--- src/rtl/ssd_scan_ctrl_pkg.sv ---
// Shared types and helpers for the seven-segment scan controller.
package ssd_scan_ctrl_pkg;

  typedef enum logic [1:0] {
    IDLE  = 2'd0,
    BLANK = 2'd1,
    SHOW  = 2'd2
  } state_t;

  // Active-low segments, so all-ones is a dark digit.
  localparam logic [6:0] SEG_BLANK = 7'b1111111;

  // Width needed to hold 0..n-1, never less than one bit.
  function automatic int clog2(input int n);
    int w;
    w = 1;
    while ((1 << w) < n) w = w + 1;
    return w;
  endfunction

endpackage

--- src/rtl/ssd_scan_ctrl_if.sv ---
// Display-side bus of the scan controller: enable, value load and the
// registered pin drives going back to the board.
interface ssd_scan_ctrl_if #(
  parameter int NUM_DIGITS = 4
);
  import ssd_scan_ctrl_pkg::*;

  localparam int IDX_W = clog2(NUM_DIGITS);

  logic                    en;
  logic [4*NUM_DIGITS-1:0] value;
  logic                    load;
  logic [NUM_DIGITS-1:0]   an_n;
  logic [6:0]              seg;
  logic [IDX_W-1:0]        digit_idx;
  logic                    frame_done;

  modport master (
    output en, value, load,
    input  an_n, seg, digit_idx, frame_done
  );

  modport slave (
    input  en, value, load,
    output an_n, seg, digit_idx, frame_done
  );

endinterface

--- src/rtl/ssd_scan_ctrl_driver.sv ---
// Hex nibble to active-low seven-segment code, bit order {a,b,c,d,e,f,g}.
module ssd_driver (
  input  logic [3:0] nibble,
  output logic [6:0] seg
);

  // Pure lookup; the caller registers the result.
  always_comb begin
    seg = 7'b1111111;
    case (nibble)
      4'h0: seg = 7'b0000001;
      4'h1: seg = 7'b1001111;
      4'h2: seg = 7'b0010010;
      4'h3: seg = 7'b0000110;
      4'h4: seg = 7'b1001100;
      4'h5: seg = 7'b0100100;
      4'h6: seg = 7'b0100000;
      4'h7: seg = 7'b0001111;
      4'h8: seg = 7'b0000000;
      4'h9: seg = 7'b0000100;
      4'hA: seg = 7'b0001000;
      4'hB: seg = 7'b1100000;
      4'hC: seg = 7'b0110001;
      4'hD: seg = 7'b1000010;
      4'hE: seg = 7'b0110000;
      4'hF: seg = 7'b0111000;
      default: seg = 7'b1111111;
    endcase
  end

endmodule

--- src/rtl/ssd_scan_ctrl.sv ---
// Time-multiplexed scan controller for a common-anode seven-segment display.
// Optional build macro SSD_LZB_EN enables leading-zero blanking.
//
// state | meaning
// IDLE  | display dark, waiting for en
// BLANK | start of a digit slot, anodes off, seg already carries the new code
// SHOW  | remainder of the slot, anode of digit_idx driven low
//
// All pin outputs are computed from the next-cycle state and registered, so
// seg and an_n change together with digit_idx on the slot boundary.
module ssd_scan_ctrl
  import ssd_scan_ctrl_pkg::*;
#(
  parameter int NUM_DIGITS   = 4,
  parameter int REFRESH_DIV  = 50000,
  parameter int BLANK_CYCLES = 500
) (
  input  logic          clk,
  input  logic          rst_n,
  ssd_scan_ctrl_if.slave bus
);

  localparam int IDX_W = clog2(NUM_DIGITS);
  localparam int CNT_W = clog2(REFRESH_DIV);
  localparam int VAL_W = 4 * NUM_DIGITS;
  localparam logic [CNT_W-1:0] CNT_LAST = CNT_W'(REFRESH_DIV - 1);
  localparam logic [IDX_W-1:0] IDX_LAST = IDX_W'(NUM_DIGITS - 1);

  state_t            state;
  logic [CNT_W-1:0]  cnt;
  logic [IDX_W-1:0]  idx;
  logic [VAL_W-1:0]  active;
  logic [VAL_W-1:0]  shadow;
  logic              pending;
  logic [NUM_DIGITS-1:0] an_n_q;
  logic [6:0]        seg_q;
  logic              frame_done_q;

  state_t            state_nxt;
  logic [CNT_W-1:0]  cnt_nxt;
  logic [IDX_W-1:0]  idx_nxt;
  logic [VAL_W-1:0]  active_nxt;
  logic              frame_wrap;
  logic [NUM_DIGITS-1:0] lit_mask;
  logic              lit_nxt;
  logic [3:0]        nibble_nxt;
  logic [6:0]        seg_dec;
  logic [NUM_DIGITS-1:0] an_nxt;

  // Frame boundary and the tear-free active-value update that rides on it.
  always_comb begin
    frame_wrap = bus.en && (state != IDLE) && (cnt == CNT_LAST) && (idx == IDX_LAST);
    active_nxt = active;
    if (frame_wrap) begin
      if (bus.load)    active_nxt = bus.value;
      else if (pending) active_nxt = shadow;
    end
  end

  // Slot counter and digit index; the phase inside a slot follows the counter.
  always_comb begin
    state_nxt = IDLE;
    cnt_nxt   = '0;
    idx_nxt   = '0;
    if (bus.en) begin
      if (state != IDLE) begin
        if (cnt == CNT_LAST) begin
          cnt_nxt = '0;
          idx_nxt = (idx == IDX_LAST) ? '0 : idx + IDX_W'(1);
        end else begin
          cnt_nxt = cnt + CNT_W'(1);
          idx_nxt = idx;
        end
      end
      state_nxt = (int'(cnt_nxt) < BLANK_CYCLES) ? BLANK : SHOW;
    end
  end

`ifdef SSD_LZB_EN
  logic seen_nz;

  // A digit is lit if it or any more-significant digit is nonzero; digit 0 always.
  always_comb begin
    seen_nz  = 1'b0;
    lit_mask = '0;
    for (int i = NUM_DIGITS - 1; i >= 0; i--) begin
      if (active_nxt[4*i +: 4] != 4'h0) seen_nz = 1'b1;
      lit_mask[i] = seen_nz || (i == 0);
    end
  end
`else
  assign lit_mask = '1;
`endif

  // Select the upcoming digit's nibble and anode pattern.
  always_comb begin
    nibble_nxt = 4'h0;
    lit_nxt    = 1'b0;
    an_nxt     = '1;
    for (int i = 0; i < NUM_DIGITS; i++) begin
      if (idx_nxt == IDX_W'(i)) begin
        nibble_nxt = active_nxt[4*i +: 4];
        lit_nxt    = lit_mask[i];
        if (state_nxt == SHOW && lit_mask[i]) an_nxt[i] = 1'b0;
      end
    end
  end

  ssd_driver u_driver (
    .nibble (nibble_nxt),
    .seg    (seg_dec)
  );

  // Scan FSM, value registers and registered pin outputs.
  always_ff @(posedge clk) begin
    if (!rst_n) begin
      state        <= IDLE;
      cnt          <= '0;
      idx          <= '0;
      active       <= '0;
      shadow       <= '0;
      pending      <= 1'b0;
      an_n_q       <= '1;
      seg_q        <= SEG_BLANK;
      frame_done_q <= 1'b0;
    end else begin
      state  <= state_nxt;
      cnt    <= cnt_nxt;
      idx    <= idx_nxt;
      active <= active_nxt;
      if (bus.load) begin
        shadow  <= bus.value;
        pending <= !frame_wrap;
      end else if (frame_wrap) begin
        pending <= 1'b0;
      end
      an_n_q       <= an_nxt;
      seg_q        <= (state_nxt != IDLE && lit_nxt) ? seg_dec : SEG_BLANK;
      frame_done_q <= (state_nxt != IDLE) && (cnt_nxt == CNT_LAST) && (idx_nxt == IDX_LAST);
    end
  end

  assign bus.an_n       = an_n_q;
  assign bus.seg        = seg_q;
  assign bus.digit_idx  = idx;
  assign bus.frame_done = frame_done_q;

endmodule

--- src/flat_wrapper.sv ---
// flat-port wrapper written by rule: the top's interface ports become plain ports
module ssd_scan_ctrl_flat import ssd_scan_ctrl_pkg::*;
#(
  parameter int NUM_DIGITS   = 4,
  parameter int REFRESH_DIV  = 50000,
  parameter int BLANK_CYCLES = 500
)
  (clk, rst_n, bus_en, bus_value, bus_load, bus_an_n, bus_seg, bus_digit_idx, bus_frame_done);
  ssd_scan_ctrl_if #(.NUM_DIGITS(NUM_DIGITS)) bus_i ();
  input  logic clk;
  input  logic rst_n;
  input wire logic [$bits(bus_i.en)-1:0] bus_en;
  input wire logic [$bits(bus_i.value)-1:0] bus_value;
  input wire logic [$bits(bus_i.load)-1:0] bus_load;
  output wire logic [$bits(bus_i.an_n)-1:0] bus_an_n;
  output wire logic [$bits(bus_i.seg)-1:0] bus_seg;
  output wire logic [$bits(bus_i.digit_idx)-1:0] bus_digit_idx;
  output wire logic [$bits(bus_i.frame_done)-1:0] bus_frame_done;
  assign bus_i.en = bus_en;
  assign bus_i.value = bus_value;
  assign bus_i.load = bus_load;
  assign bus_an_n = bus_i.an_n;
  assign bus_seg = bus_i.seg;
  assign bus_digit_idx = bus_i.digit_idx;
  assign bus_frame_done = bus_i.frame_done;
  ssd_scan_ctrl #(.NUM_DIGITS(NUM_DIGITS), .REFRESH_DIV(REFRESH_DIV), .BLANK_CYCLES(BLANK_CYCLES)) u_core (.clk(clk), .rst_n(rst_n), .bus(bus_i));
endmodule
--- config.mk ---
export PLATFORM = sky130hd
export DESIGN_NAME = ssd_scan_ctrl_flat
export DESIGN_NICKNAME = d
export VERILOG_FILES = /design/src/rtl/ssd_scan_ctrl_pkg.sv /design/src/rtl/ssd_scan_ctrl_if.sv /design/src/rtl/ssd_scan_ctrl_driver.sv /design/src/rtl/ssd_scan_ctrl.sv /design/src/flat_wrapper.sv
export SDC_FILE = /design/constraint.sdc
export NUM_CORES = 1
export LEC_CHECK = 0
export BUFFER_PORTS_ARGS = -buffer_cell sky130_fd_sc_hd__buf_2
export CAP_MARGIN = 20
export CELL_PAD_IN_SITES_DETAIL_PLACEMENT = 1
export CELL_PAD_IN_SITES_GLOBAL_PLACEMENT = 2
export CORE_ASPECT_RATIO = 0.8
export CORE_MARGIN = 2
export CORE_UTILIZATION = 33
export CTS_BUF_LIST = sky130_fd_sc_hd__clkbuf_8 sky130_fd_sc_hd__clkbuf_16
export CTS_CLUSTER_SIZE = 24
export DETAILED_ROUTE_END_ITERATION = 7
export PLACE_DENSITY_LB_ADDON = 0.1
export SLEW_MARGIN = 30
export SYNTH_ARGS = -nofsm -noshare
export SYNTH_HDL_FRONTEND = slang
export SYNTH_SLANG_ARGS = --single-unit
--- constraint.sdc ---
create_clock -name clk -period 2.9 [get_ports clk]
set_clock_uncertainty 0.15 [all_clocks]
set_input_delay 0.29 -clock clk [delete_from_list [all_inputs] [get_ports clk]]
set_output_delay 0.29 -clock clk [all_outputs]
set_load 0.1 [all_outputs]
==> metrics.md <==
| Metric | Value |
|---|---|
| DRC Markers | `0` |
| Detailed-route wire length | `10000 um` |
| Critical path arrival | `3.13 ns` |
| Post-DP HPWL | `7240 um` |
| GRT Overall Usage | `0.203` |
| Status | `complete, but fails checks` |
| Seq pwr share | `0.450` |
| Max-Cap Viols | `0` |
| DR WL met3 | `316 um` |
| LEAKAGE | `1.78 nW` |
| Largest net degree at the start of global routing | `38` |
| Syn nets | `390` |
| Core box area | `9690 um2` |
| CTS Hold Bufs | `0` |
| Met2 WL | `4290 um` |
| Met1 WL | `5280 um` |
| CP startpoint kind | `flip-flop` |
| Clock share of power | `0.478` |
| Grt ovf | `0` |
| Pre-CTS setup slack | `-0.261 ns` |
| Share of cells above drive strength 1 | `0.379` |
| Sw frac | `0.251` |
| Seq/Total Area, Yosys | `0.394` |
| Endpoint class of the critical path | `flip-flop` |
| Ys flop type | `dfxtp_1` |
| P_int | `between 0.0015 and 0.002 W` |
| Placed insts | `about 570` |
| Clock sinks | `65` |
| Vias | `2985` |
| # setup viols final | `7` |
| Synth top area cells | `dfxtp_1 (39%), mux2i_1 (7.9%), nor2b_1 (5.5%)` |
| Slew margin rel. | `0.669` |
| Initial antenna violation count | `0` |
| Most frequent cells in the layout | `buf_4 (65), dfxtp_1 (62), nor2_1 (43)` |
| Worst IR Drop VDD | `0.000258 V` |
| Share of the synthesized area in the top cell type | `0.394` |
| DRT Pass-1 Iters | `4` |
| Chip Height | `93.5 um` |
| Yosys top cell by area | `dfxtp_1` |
| Top layer in use | `met4` |
| Fmax | `328 MHz` |
| Starting density of the core | `0.341` |
| Global-route wire length before repair | `16500 um` |
| # IOs | `34` |
| Period utilization | `1.05` |
| Synthesis Warnings | `0` |
| Die X | `116 um` |
| P_sw | `0.000515 W` |
| Final net count | `486` |
| HP Class | `input pin to flip-flop` |
| Worst-Margin Slew | `0.500 ns` |
| Worst-Skew Late Latency | `0.34 ns` |
| Wire length per cell | `16.7 um` |
| Worst Setup Path Type | `flip-flop to flip-flop` |
| CTS tree | `yes` |
| Area Growth Syn to Fin | `41.3%` |
| Commonest non-fill, non-tap cell in the layout | `buf_4` |
| Final Hold Fails | `0` |
| Ys async rst share | `0` |
| Failing checks | `setup timing` |
| Clock Pin Slew Worst Setup and Hold Paths | `0.06 ns` |
| RSZ-0062 raised after global routing | `yes` |
| Initial DRC count | `119` |
| Full die area | `10800 um2` |
| H-tree levels | `3` |
| Gate power share | `0.073` |
| Clk buf depth | `2` |
| Cell variety after synth | `57` |
| PD cells | `approximately 440 nW/um2` |
| FF+latch count, synth | `65` |
| Cts bufs inserted | `9` |
| Clk Tree Root Cell | `clkbuf_16` |
| Number of fill cells | `1131` |
| Ant. Diodes | `0` |
| Critical Path Fanout Max | `4` |
| Vias in the first global route | `3172` |
| Antenna-violating nets left | `0` |
| Slew Viols, Final | `0` |
| Port buffer count | `33` |
| Synthesized area | `3300 um2` |
| Critical Path RT | `between 2 and 3 ns` |
| Gate Count Post-Synth | `363` |
| Post-synth EDFFs | `0` |
| Via/cell ratio | `4.98` |
| Final setup margin | `-0.153 ns` |
| Min Tclk post-route | `a little over 3 ns` |
| Syn_area_per_cell | `9.10 um2` |
| RD Place Congestion | `~0.82` |
| Core Rows | `32` |
| Cell Count, Final, Fillers Out | `600` |
cell usage after synthesis, drive strengths merged (2+ instances only):
master and number:
clkbuf 10, o211ai 5, nand2 25, nor2 47
dfxtp 65, a221o 3, and2 11, xnor2 8
and2b 3, mux2i 28, nand3 9, o21ai 8
ha 7, nand4 5, o311ai 2, nor2b 29
a32oi 4, nor4 6, and3 4, o221ai 12
mux2 2, nand3b 3, nor3 6, a21oi 7
nor4b 3, xor2 6, o32a 4, inv 9
and4 2, buf 11, a31oi 9
final timing paths:
check | start | to | slack (ns) | depth (start not counted)
setup / recovery | u_core.cnt[7] | u_core.bus.seg[1] | -0.15 | 12
hold / removal | bus_value[14] | u_core.shadow[14] | 0.08 | 3
setup reg to reg | u_core.cnt[7] | u_core.bus.seg[1] | -0.15 | 12
hold reg to reg | u_core.shadow[3] | u_core.shadow[3] | 0.37 | 2
repair_timing:
item / in CTS / in global routing
gates cloned: 1 / 0
pin swaps: 6 / 6
gates resized for setup: 28 / 22
endpoints found under the setup margin: 11 / 9
setup buffers: 6 / 6
power by group through the flow:
stage	Sequential, W	Clock [W]	Combinational [W]
floorplan	0.000969	0	0.0000656
global placement	0.000938	0	0.000143
detailed placement	0.000939	0	0.000145
CTS	0.000920	0.00101	0.000148
global route	0.000921	0.00105	0.000163
finish	0.000920	0.000978	0.000148
sequential cells by signal, indices dropped and copies added, names as in the netlist:
name                   count
u_core.shadow             16
u_core.cnt                16
u_core.active             16
u_core.pending             1
u_core.bus.digit_idx       2
u_core.bus.an_n            4
u_core.bus.seg             7
u_core.state               2
u_core.bus.frame_done      1
logic make-up (layout without fill, tap and decap cells):
group                      count (synthesis)  after routing  share of synthesized area
AOI/OAI and AO/OA                         57             57                      0.134
muxes                                     30             30                     0.0977
xor gates and xnor gates                  14             14                     0.0371
buffers and inverters                     30            131                     0.0462
DFF                                       65             65                      0.394
adders and majority gates                  7              7                     0.0265
and+or+nand+nor                          160            160                      0.264
stage by stage:
step	hold WS (ns)	setup TNS (ns)	total power (W)	area (um2)	utilization
2_1_floorplan	0.307	-0.540	0.00104	3360	-
3_3_place_gp	0.346	-1.30	0.00108	4050	0.418
3_5_place_dp	0.360	-1.60	0.00108	4050	0.418
4_1_cts	0.0691	-0.747	0.00208	4520	0.467
5_1_grt	0.112	-1.64	0.00213	4670	0.482
6_report	0.0800	-0.629	0.00205	4670	0.482
area by class of cell:
cell class	count	area, um2	area share
inverters	9	33.8	0.00724
well taps	136	170	0.0365
flip-flops and latches	65	1310	0.281
clock inverters	7	37.5	0.00804
multi-input cells	268	2110	0.452
clock buffers	9	225	0.0483
repair buffers	106	781	0.167
per-layer routing:
layer | up-vias | GRT usage
li1 | 1490 | -
met1 | 1445 | 0.286
met2 | 39 | 0.302
met3 | 11 | 0.0486
met4 | 0 | 0.0685
met5 | - | 0
critical path, stage by stage, from the launching register on:
cell	delay, ns
dfxtp_2	0.32
or4b_4	0.55
nor3_4	0.22
nand2_2	0.13
o32a_1	0.31
o221ai_2	0.08
mux2i_1	0.12
mux2i_2	0.30
inv_2	0.10
ha_2	0.19
nand2_1	0.07
o21ai_1	0.07
a221o_1	0.34
Note: power is estimated with default switching activity, not from simulation.
